## config.mk

```make
export PLATFORM = sky130hd
export DESIGN_NAME = rng_arbiter_flat
export DESIGN_NICKNAME = d
export VERILOG_FILES = /design/src/rtl/rng_arbiter_if.sv /design/src/rtl/rng_arbiter.sv /design/src/flat_wrapper.sv
export SDC_FILE = /design/constraint.sdc
export NUM_CORES = 1
export LEC_CHECK = 0
export CORE_MARGIN = 5
export CORE_UTILIZATION = 35
export DETAILED_ROUTE_END_ITERATION = 8
export SKIP_LAST_GASP = 1
export SLEW_MARGIN = 10
export SYNTH_ARGS = -nofsm -noshare
export SYNTH_HDL_FRONTEND = slang
export SYNTH_SLANG_ARGS = --single-unit
```

## constraint.sdc

```tcl
create_clock -name clk -period 4.35 [get_ports clk]
set_input_delay 0.6525 -clock clk [delete_from_list [all_inputs] [get_ports clk]]
set_output_delay 0.6525 -clock clk [all_outputs]
set_load 0.02 [all_outputs]
```

## src/rtl/rng_arbiter_if.sv

```systemverilog
// rtl/rng_arbiter_if.sv - Requester and LFSR signal bundle for rng_arbiter
//
// Ports (signals in the bundle):
//   req       requester -> arbiter : level request, one bit per requester
//   gnt       arbiter -> requester : one-hot grant, held for the transaction
//   rvalid    arbiter -> requester : one-hot, one-cycle data-valid pulse
//   rdata     arbiter -> requester : packed 32-bit random word
//   busy      arbiter -> requester : transaction in progress
//   lfsr_read arbiter -> LFSR      : registered read strobe
//   lfsr_data LFSR -> arbiter      : LFSR read data, only [7:0] is used
// The slave modport is the arbiter's view; master is the surrounding datapath.

interface rng_arbiter_if #(
    parameter int NUM_REQ = 4
);
    logic [NUM_REQ-1:0] req;
    logic [NUM_REQ-1:0] gnt;
    logic [NUM_REQ-1:0] rvalid;
    logic [31:0]        rdata;
    logic               busy;
    logic               lfsr_read;
    logic [31:0]        lfsr_data;

    modport master (
        output req,
        output lfsr_data,
        input  gnt,
        input  rvalid,
        input  rdata,
        input  busy,
        input  lfsr_read
    );

    modport slave (
        input  req,
        input  lfsr_data,
        output gnt,
        output rvalid,
        output rdata,
        output busy,
        output lfsr_read
    );
endinterface

```

## src/rtl/rng_arbiter.sv

```systemverilog
// rtl/rng_arbiter.sv - Round-robin arbiter and 4-byte sequencer for a shared 8-bit LFSR
//
// Ports:
//   clk    : clock, rising edge
//   rst_n  : asynchronous active-low reset
//   bus    : rng_arbiter_if.slave (req/gnt/rvalid/rdata/busy/lfsr_read/lfsr_data)
// Parameters:
//   NUM_REQ    : number of requesters (2..16)
//   SAMPLE_GAP : idle cycles between consecutive LFSR reads (>= 1)

module rng_arbiter #(
    parameter int NUM_REQ    = 4,
    parameter int SAMPLE_GAP = 8
) (
    input  logic          clk,
    input  logic          rst_n,
    rng_arbiter_if.slave  bus
);
    localparam int PTR_W = $clog2(NUM_REQ);
    localparam int GAP_W = (SAMPLE_GAP > 1) ? $clog2(SAMPLE_GAP) : 1;

    typedef enum logic [2:0] {
        IDLE,
        READ,
        CAP,
        GAP,
        DONE
    } state_t;

    state_t             state_q, state_d;
    logic [PTR_W-1:0]   ptr_q, ptr_d;
    logic [PTR_W-1:0]   idx_q, idx_d;
    logic [1:0]         byte_cnt_q, byte_cnt_d;
    logic [GAP_W-1:0]   gap_cnt_q, gap_cnt_d;
    logic [31:0]        acc_q, acc_d;
    logic [NUM_REQ-1:0] gnt_q, gnt_d;
    logic [NUM_REQ-1:0] rvalid_q, rvalid_d;
    logic [31:0]        rdata_q, rdata_d;
    logic               busy_q, busy_d;
    logic               lfsr_read_q, lfsr_read_d;

    // The LFSR is 8 bits wide; the upper read_data bits carry nothing useful.
    logic unused_lfsr_hi;
    assign unused_lfsr_hi = ^bus.lfsr_data[31:8];

    // Round-robin pick: first set req bit scanning ptr, ptr+1, ... with wrap.
    logic             found;
    logic [PTR_W-1:0] pick;
    logic [PTR_W:0]   cand;

    always_comb begin
        found = 1'b0;
        pick  = ptr_q;
        cand  = '0;
        for (int off = 0; off < NUM_REQ; off++) begin
            cand = {1'b0, ptr_q} + (PTR_W+1)'(off);
            if (cand >= (PTR_W+1)'(NUM_REQ)) begin
                cand = cand - (PTR_W+1)'(NUM_REQ);
            end
            if (!found && bus.req[cand[PTR_W-1:0]]) begin
                found = 1'b1;
                pick  = cand[PTR_W-1:0];
            end
        end
    end

    // Outputs are registered: each *_d reflects what the next state drives.
    always_comb begin
        state_d     = state_q;
        ptr_d       = ptr_q;
        idx_d       = idx_q;
        byte_cnt_d  = byte_cnt_q;
        gap_cnt_d   = gap_cnt_q;
        acc_d       = acc_q;
        gnt_d       = gnt_q;
        rdata_d     = rdata_q;
        busy_d      = busy_q;
        rvalid_d    = '0;
        lfsr_read_d = 1'b0;

        case (state_q)
            IDLE: begin
                if (found) begin
                    idx_d       = pick;
                    gnt_d       = NUM_REQ'(1) << pick;
                    byte_cnt_d  = '0;
                    acc_d       = '0;
                    busy_d      = 1'b1;
                    lfsr_read_d = 1'b1;
                    state_d     = READ;
                end
            end
            READ: begin
                state_d = CAP;
            end
            CAP: begin
                // First byte captured ends up in [31:24] after four shifts.
                acc_d      = {acc_q[23:0], bus.lfsr_data[7:0]};
                byte_cnt_d = byte_cnt_q + 2'd1;
                if (byte_cnt_q == 2'd3) begin
                    rvalid_d = gnt_q;
                    rdata_d  = acc_d;
                    state_d  = DONE;
                end else begin
                    gap_cnt_d = GAP_W'(SAMPLE_GAP - 1);
                    state_d   = GAP;
                end
            end
            GAP: begin
                if (gap_cnt_q == '0) begin
                    lfsr_read_d = 1'b1;
                    state_d     = READ;
                end else begin
                    gap_cnt_d = gap_cnt_q - GAP_W'(1);
                end
            end
            DONE: begin
                // Served requester drops to lowest priority.
                ptr_d   = (idx_q == PTR_W'(NUM_REQ - 1)) ? '0 : idx_q + PTR_W'(1);
                gnt_d   = '0;
                busy_d  = 1'b0;
                state_d = IDLE;
            end
            default: begin
                state_d = IDLE;
            end
        endcase
    end

    always_ff @(posedge clk or negedge rst_n) begin
        if (!rst_n) begin
            state_q     <= IDLE;
            ptr_q       <= '0;
            idx_q       <= '0;
            byte_cnt_q  <= '0;
            gap_cnt_q   <= '0;
            acc_q       <= '0;
            gnt_q       <= '0;
            rvalid_q    <= '0;
            rdata_q     <= '0;
            busy_q      <= 1'b0;
            lfsr_read_q <= 1'b0;
        end else begin
            state_q     <= state_d;
            ptr_q       <= ptr_d;
            idx_q       <= idx_d;
            byte_cnt_q  <= byte_cnt_d;
            gap_cnt_q   <= gap_cnt_d;
            acc_q       <= acc_d;
            gnt_q       <= gnt_d;
            rvalid_q    <= rvalid_d;
            rdata_q     <= rdata_d;
            busy_q      <= busy_d;
            lfsr_read_q <= lfsr_read_d;
        end
    end

    assign bus.gnt       = gnt_q;
    assign bus.rvalid    = rvalid_q;
    assign bus.rdata     = rdata_q;
    assign bus.busy      = busy_q;
    assign bus.lfsr_read = lfsr_read_q;
endmodule

```

## src/flat_wrapper.sv

```systemverilog
// flat-port wrapper written by rule: the top's interface ports become plain ports
module rng_arbiter_flat 
#(
    parameter int NUM_REQ    = 4,
    parameter int SAMPLE_GAP = 8
)
  (clk, rst_n, bus_req, bus_lfsr_data, bus_gnt, bus_rvalid, bus_rdata, bus_busy, bus_lfsr_read);
  rng_arbiter_if #(.NUM_REQ(NUM_REQ)) bus_i ();
  input  logic clk;
  input  logic rst_n;
  input wire logic [$bits(bus_i.req)-1:0] bus_req;
  input wire logic [$bits(bus_i.lfsr_data)-1:0] bus_lfsr_data;
  output wire logic [$bits(bus_i.gnt)-1:0] bus_gnt;
  output wire logic [$bits(bus_i.rvalid)-1:0] bus_rvalid;
  output wire logic [$bits(bus_i.rdata)-1:0] bus_rdata;
  output wire logic [$bits(bus_i.busy)-1:0] bus_busy;
  output wire logic [$bits(bus_i.lfsr_read)-1:0] bus_lfsr_read;
  assign bus_i.req = bus_req;
  assign bus_i.lfsr_data = bus_lfsr_data;
  assign bus_gnt = bus_i.gnt;
  assign bus_rvalid = bus_i.rvalid;
  assign bus_rdata = bus_i.rdata;
  assign bus_busy = bus_i.busy;
  assign bus_lfsr_read = bus_i.lfsr_read;
  rng_arbiter #(.NUM_REQ(NUM_REQ), .SAMPLE_GAP(SAMPLE_GAP)) u_core (.clk(clk), .rst_n(rst_n), .bus(bus_i));
endmodule
```

; ---- After elaboration in Yosys (flattened, before gate mapping)
; Index checks and enable logic that the tools add are counted.
; W data, S select, Z words.
[op_classes]
n_addsub = 10
n_mux = 41
eq_ne = 10
n_shift = 1
n_lt_le_gt_ge = 8
reduce_logical = 17
[ops]
columns = cell, count
row1 = $pmux W24 S2, 1
row2 = $mux W24, 1
row3 = $mux W2, 10
row4 = $mux W3, 5
row5 = $lt A2 B3 Y1 const B, 4
row6 = $mux W4, 3
row7 = $pmux W3 S4, 1
row8 = $mux W1, 11
row9 = $reduce_and A2 Y1, 5
row10 = $ge A3 B3 Y1 const B, 3
row11 = $bmux W1 S2, 4
row12 = $pmux W4 S2, 1
row13 = $sub A2 B1 Y2 const B, 4
row14 = $add A2 B2 Y3 const B, 2
row15 = $eq A3 B2 Y1 const B, 2
row16 = $logic_not A3 Y1, 2
row17 = $pmux W3 S2, 1
row18 = $reduce_bool A2 Y1, 3
row19 = $add A2 B1 Y2 const B, 2
row20 = $eq A2 B2 Y1 const B, 2
row21 = $ne A2 B1 Y1 const B, 2
row22 = $ne A2 B2 Y1 const B, 2
row23 = $pmux W1 S2, 2
row24 = $pmux W2 S2, 1
row25 = 9 further kinds, 13
[totals]
out_inout_bits = 42
register_bits = 78

; ---- Depth between registers and ports, before layout
[logic_depth]
ltp_word = 17
ltp_mapped = 6
mapped_depth_nobuf = 6

; ---- Worst setup path before layout
; No wires, ideal clock.
[synth_timing]
path_kind = input-to-reg
from = input bus_req[0]
to = register u_core.gnt_q[3], in the netlist u_core.bus.gnt[3]
arrival_ps = 1593
setup_time_ps = 95
slack_ps = 2661
required_time_ps = 4255
stages = 6
n_path_buf = 2
cell_sequence = nor4_1 or4_1 buf_2 buf_2 nand3_1 o31ai_1
[synth_between]
elab_chain_len = 15
[synth_lines]
columns = item, line_no
row1 = "start, declared", flat_wrapper.sv:11  ; input wire logic [$bits(bus_i.req)-1:0] bus_req;
row2 = $bmux W1 S2, rng_arbiter.sv:60  ; if (!found && bus.req[cand[PTR_W-1:0]]) begin
row3 = $mux W1 (not written as such), rng_arbiter.sv:60
row4 = $mux W1, rng_arbiter.sv:60
row5 = $logic_not A1 Y1, rng_arbiter.sv:60
row6 = $logic_and A1 B1 Y1, rng_arbiter.sv:60
row7 = $mux W1, rng_arbiter.sv:60
row8 = $logic_not A1 Y1, rng_arbiter.sv:60
row9 = $logic_and A1 B1 Y1, rng_arbiter.sv:60
row10 = $mux W1, rng_arbiter.sv:60
row11 = $logic_not A1 Y1, rng_arbiter.sv:60
row12 = $logic_and A1 B1 Y1, rng_arbiter.sv:60
row13 = $mux W2, rng_arbiter.sv:60
row14 = $shl A1 B2 Y4, rng_arbiter.sv:85  ; gnt_d = NUM_REQ'(1) << pick;
row15 = $mux W4, rng_arbiter.sv:83  ; if (found) begin
row16 = $pmux W4 S2, rng_arbiter.sv:81  ; case (state_q)
row17 = "end signal, assigned", rng_arbiter.sv:150  ; gnt_q <= gnt_d;
row18 = "end, declared", rng_arbiter.sv:36  ; logic [NUM_REQ-1:0] gnt_q, gnt_d;
; Several ways; a longest one is shown, not always the timed one. The select of a mux whose other input is x is not followed.
; A chain may end at the register's enable or synchronous reset.

; ---- Final worst setup path
[layout_timing]
from = register u_core.state_q[2]
to = register u_core.rdata_q[10], in the netlist u_core.bus.rdata[10]
[layout_between]
elab_chain_len = 2
[layout_lines]
columns = item, line_no
row1 = "start, declared", rng_arbiter.sv:30  ; state_t state_q, state_d;
row2 = "start signal, assigned", rng_arbiter.sv:144  ; state_q <= state_d;
row3 = $eq A3 B2 Y1, rng_arbiter.sv:81
row4 = $reduce_and A2 Y1 (no source line), -
row5 = "end signal, assigned", rng_arbiter.sv:152  ; rdata_q <= rdata_d;
row6 = "end, declared", rng_arbiter.sv:38  ; logic [31:0] rdata_q, rdata_d;
; No other way between the ends.

==> impl_metrics.py <==
metrics = {
    "yosys": {
        "synthesis.area_per_instance_um2": 11.5,
        "yosysWarnings": 0,
        "compound_cell_area_share_of_the_yosys_netlist_pct": 4.21,
        "yosysSeqAreaShare_pct": 61.4,
        "mappedNetlistNets": 318,
        "netlist_area_um2": 3180,
        "muxShareOfSynthArea_pct": 11.7,
        "dominant_combinational_cell_family_by_area_after_synthesis": "simple AND/OR/NAND/NOR gates",
        "synthXorXnorAreaFrac_pct": 0.275,
        "post_synth_and_or_nand_nor_area_fraction_pct": 17.5,
        "synth.ff_latch_count": 78,
        "syn-instance-count": 276,
        "synth-adder-area-share_pct": 1.57,
        "cell_variety_after_synth": 31,
    },
    "final_layout": {
        "postLayoutCellArea_um2": 4020,
        "finished_core_util_pct": 45.6,
        "layout-drive-gt1-share_pct": 8.73,
        "antenna_cells": 0,
        "design.final.nets": 370,
        "area_growth_pct": 26.4,
    },
    "setup_path": {
        "data_required_critical_path_ns": 4.58,
        "crit_path_max_fanout": 37,
        "cpPeakStageDelay_ns": 0.60,
        "path_buf_inv": 0,
        "worst_setup_path_end_kind": "flop",
        "reg2reg_depth": 3,
        "critPathSlowestCell": "sky130_fd_sc_hd__or3b_4",
        "worst-path-stages": 3,
        "critical_path_arrival_ns": 2.42,
        "crit_path_start_kind": "flop",
        "ff2ff_setup_slack_ns": 2.16,
        "critical_path_cell_list": "or3b_4 > nor2_8 > mux2_2",
        "cp_top_family": "simple AND/OR/NAND/NOR gates",
        "criticalPathCategory": "flop to flop",
    },
    "sta": {
        "worst_slew_margin_rel_pct": 29.6,
        "fin_hold_ws_ns": 0.446,
        "worst_slew_pin_slew_ns": 1.05,
        "rsz0062_at_grt": "no",
        "finalSetupViolCount": 0,
        "period_needed_ns": 2.19,
        "finalHoldViolCount": 0,
        "max_clock_freq_mhz": 456,
        "finClkSkew_ns": 0.00672,
        "timing_max_transition_violations_final": 0,
        "layout_worst_path_cycle_share_pct": 50.4,
        "fin_setup_tns_ns": 0,
    },
    "die": {
        "cell_rows": 34,
        "fp.dieH_um": 105,
        "fp.coreArea_um2": 8810,
        "ioPinCount": 80,
        "start_util_pct": 36.1,
        "die-width_um": 105,
        "floorplan.die_area_um2": 11100,
    },
    "cts": {
        "clkLatencyLatePin_ns": 0.34,
        "tritoncts.num_buffers": 9,
        "cts_num_sinks": 78,
        "cts-root-to-sink-buffers": 2,
        "clock-root-buffer": "sky130_fd_sc_hd__clkbuf_8",
        "ctsResizeCount": 0,
        "ctsHtreeMaxLevel": 3,
        "holdBufCountCts": 0,
        "clk_pin_slew_ns": 0.08,
        "cts_tree": "done",
        "postCtsSetupBuffers": 0,
    },
    "global_route": {
        "globalRoute.totalOverflow": 0,
        "vias_in_the_first_global_route": 2288,
        "antenna_found_initial": 0,
        "grt_pass1_wl_um": 11100,
        "total_grt_usage_pct": 12.4,
        "grt_start_max_net_pins": 79,
    },
    "route": {
        "wl_per_cell_um": 14.4,
        "remaining_drc_errors": 0,
        "dr_total_vias": 2166,
        "detail-route-antenna-nets": 0,
        "first_pass_iters": 4,
        "post_drt_via_cell_ratio": 4.92,
        "routed_wirelength_um": 6330,
        "drt-initial-drc-count": 105,
    },
    "outcome": {
        "outcome": "finished, final reports clean",
    },
    "flow_run": {
        "timing.max_cap.violations": 0,
    },
    "placed_design": {
        "place.gp.congestion": 0.770,
        "place_hpwl_um": 3970,
        "detailed_place.area_um2": 3780,
        "number_of_buffers_inserted_by_port_buffering": 55,
    },
    "pwr": {
        "power-per-cell-area_nw_per_um2": 734,
        "total_power_mw": 2.95,
        "p_leak_nw": 1.85,
        "worst_ir_drop_vdd_mv": 0.256,
    },
    "worst_hold_path": {
        "hold_path_class": "input pin to async pin",
    },
}
## logic make-up after synthesis
family | count (synthesis)
compound gates | 22
xor+xnor | 1
fa+ha+maj | 4
buf+inv | 20
flops | 78
mux | 33
simple gates | 118
## per-stage QoR
stage | worst slack [ns] | std cells
after global placement | 1.98 | 425
final | 2.16 | 440
after global routing | 1.99 | 440
after detailed placement | 1.90 | 425
after CTS | 2.12 | 440
after floorplan | 2.66 | 276
## per-layer routing
layer  global-route usage (%)  part of all wire, %
met5                        0                    0
met4                     5.90                  1.7
met3                     2.93                  5.0
met2                     19.3                   46
met1                     16.3                   48
## layout by cell type, fill, tap and decap left out, drive strengths merged, types with 3 or more instances in the layout
cell type	netlist	final
nor2	7	7
bufinv	0	3
a21oi	7	7
clkbuf	2	9
mux2	33	33
nor3	4	4
dfrtp	78	78
ha	4	4
o31ai	3	3
and2	4	4
o21ai	7	7
nor2b	4	4
inv	5	5
nand3	29	29
clkdlybuf4s50	0	54
nand2	61	61
## state kept, by name, summed over array words and instances (netlist names)
name                  flops
u_core.gap_cnt_q          3
u_core.bus.rdata         32
u_core.ptr_q              2
u_core.bus.rvalid         4
u_core.state_q            3
u_core.acc_q             24
u_core.byte_cnt_q         2
u_core.bus.gnt            4
u_core.bus.busy           1
u_core.bus.lfsr_read      1
u_core.idx_q              2
## synth_stat cells, drive strengths merged
cell / n / area (um2)
a2111oi: 1 / 8.76
nand2: 61 / 229
nand3b: 1 / 7.51
mux2: 33 / 372
and3b: 1 / 8.76
o22ai: 2 / 12.5
nor3: 4 / 20.0
nand2b: 2 / 12.5
dfrtp: 78 / 1950
xnor2: 1 / 8.76
nand3: 29 / 145
inv: 5 / 18.8
o221a: 1 / 11.3
o221ai: 1 / 8.76
ha: 4 / 50.1
o31ai: 3 / 22.5
o21ai: 7 / 35.0
nor2b: 4 / 25.0
nor4: 2 / 12.5
nor4b: 1 / 8.76
or3b: 1 / 11.3
buf: 13 / 82.6
and2: 4 / 25.0
a21oi: 7 / 35.0
clkbuf: 2 / 7.51
or4: 1 / 7.51
nor2: 7 / 42.5
## report_power, final
part           leakage, nW  switching (mW)  internal (mW)
clock network        0.115           0.261          0.378
registers            0.965           0.189           1.02
logic                0.766           0.582          0.520
total                 1.85            1.03           1.92
## worst reg2reg max path, stage by stage, from the launching register on
cell and delay, ns:
sky130_fd_sc_hd__dfrtp_1 0.49, sky130_fd_sc_hd__or3b_4 0.60, sky130_fd_sc_hd__nor2_8 0.57, sky130_fd_sc_hd__mux2_2 0.43
## area by class of cell
class | instances | area (um2)
Tap cell | 108 | 135
Sequential cell | 78 | 1950
Timing Repair Buffer | 56 | 556
Clock buffer | 9 | 124
Fill cell | 810 | 4790
Clock inverter | 6 | 111
Inverter | 5 | 18.8
Multi-Input combinational cell | 178 | 1120
## final timing paths
kind                                            startpoint                          endpoint
min in group clk           u_core.gap_cnt_q[0]$_DFFE_PN0P_   u_core.gap_cnt_q[0]$_DFFE_PN0P_
setup reg to reg             u_core.state_q[2]$_DFFE_PN0P_  u_core.bus.rdata[10]$_DFFE_PN0P_
hold / removal                                       rst_n    u_core.bus.rvalid[0]$_DFF_PN0_
max in group asynchronous                            rst_n    u_core.bus.lfsr_read$_DFF_PN0_
setup / recovery             u_core.state_q[2]$_DFFE_PN0P_  u_core.bus.rdata[10]$_DFFE_PN0P_
hold reg to reg            u_core.gap_cnt_q[0]$_DFFE_PN0P_   u_core.gap_cnt_q[0]$_DFFE_PN0P_
No activity file was read; power rests on OpenSTA's default activity.
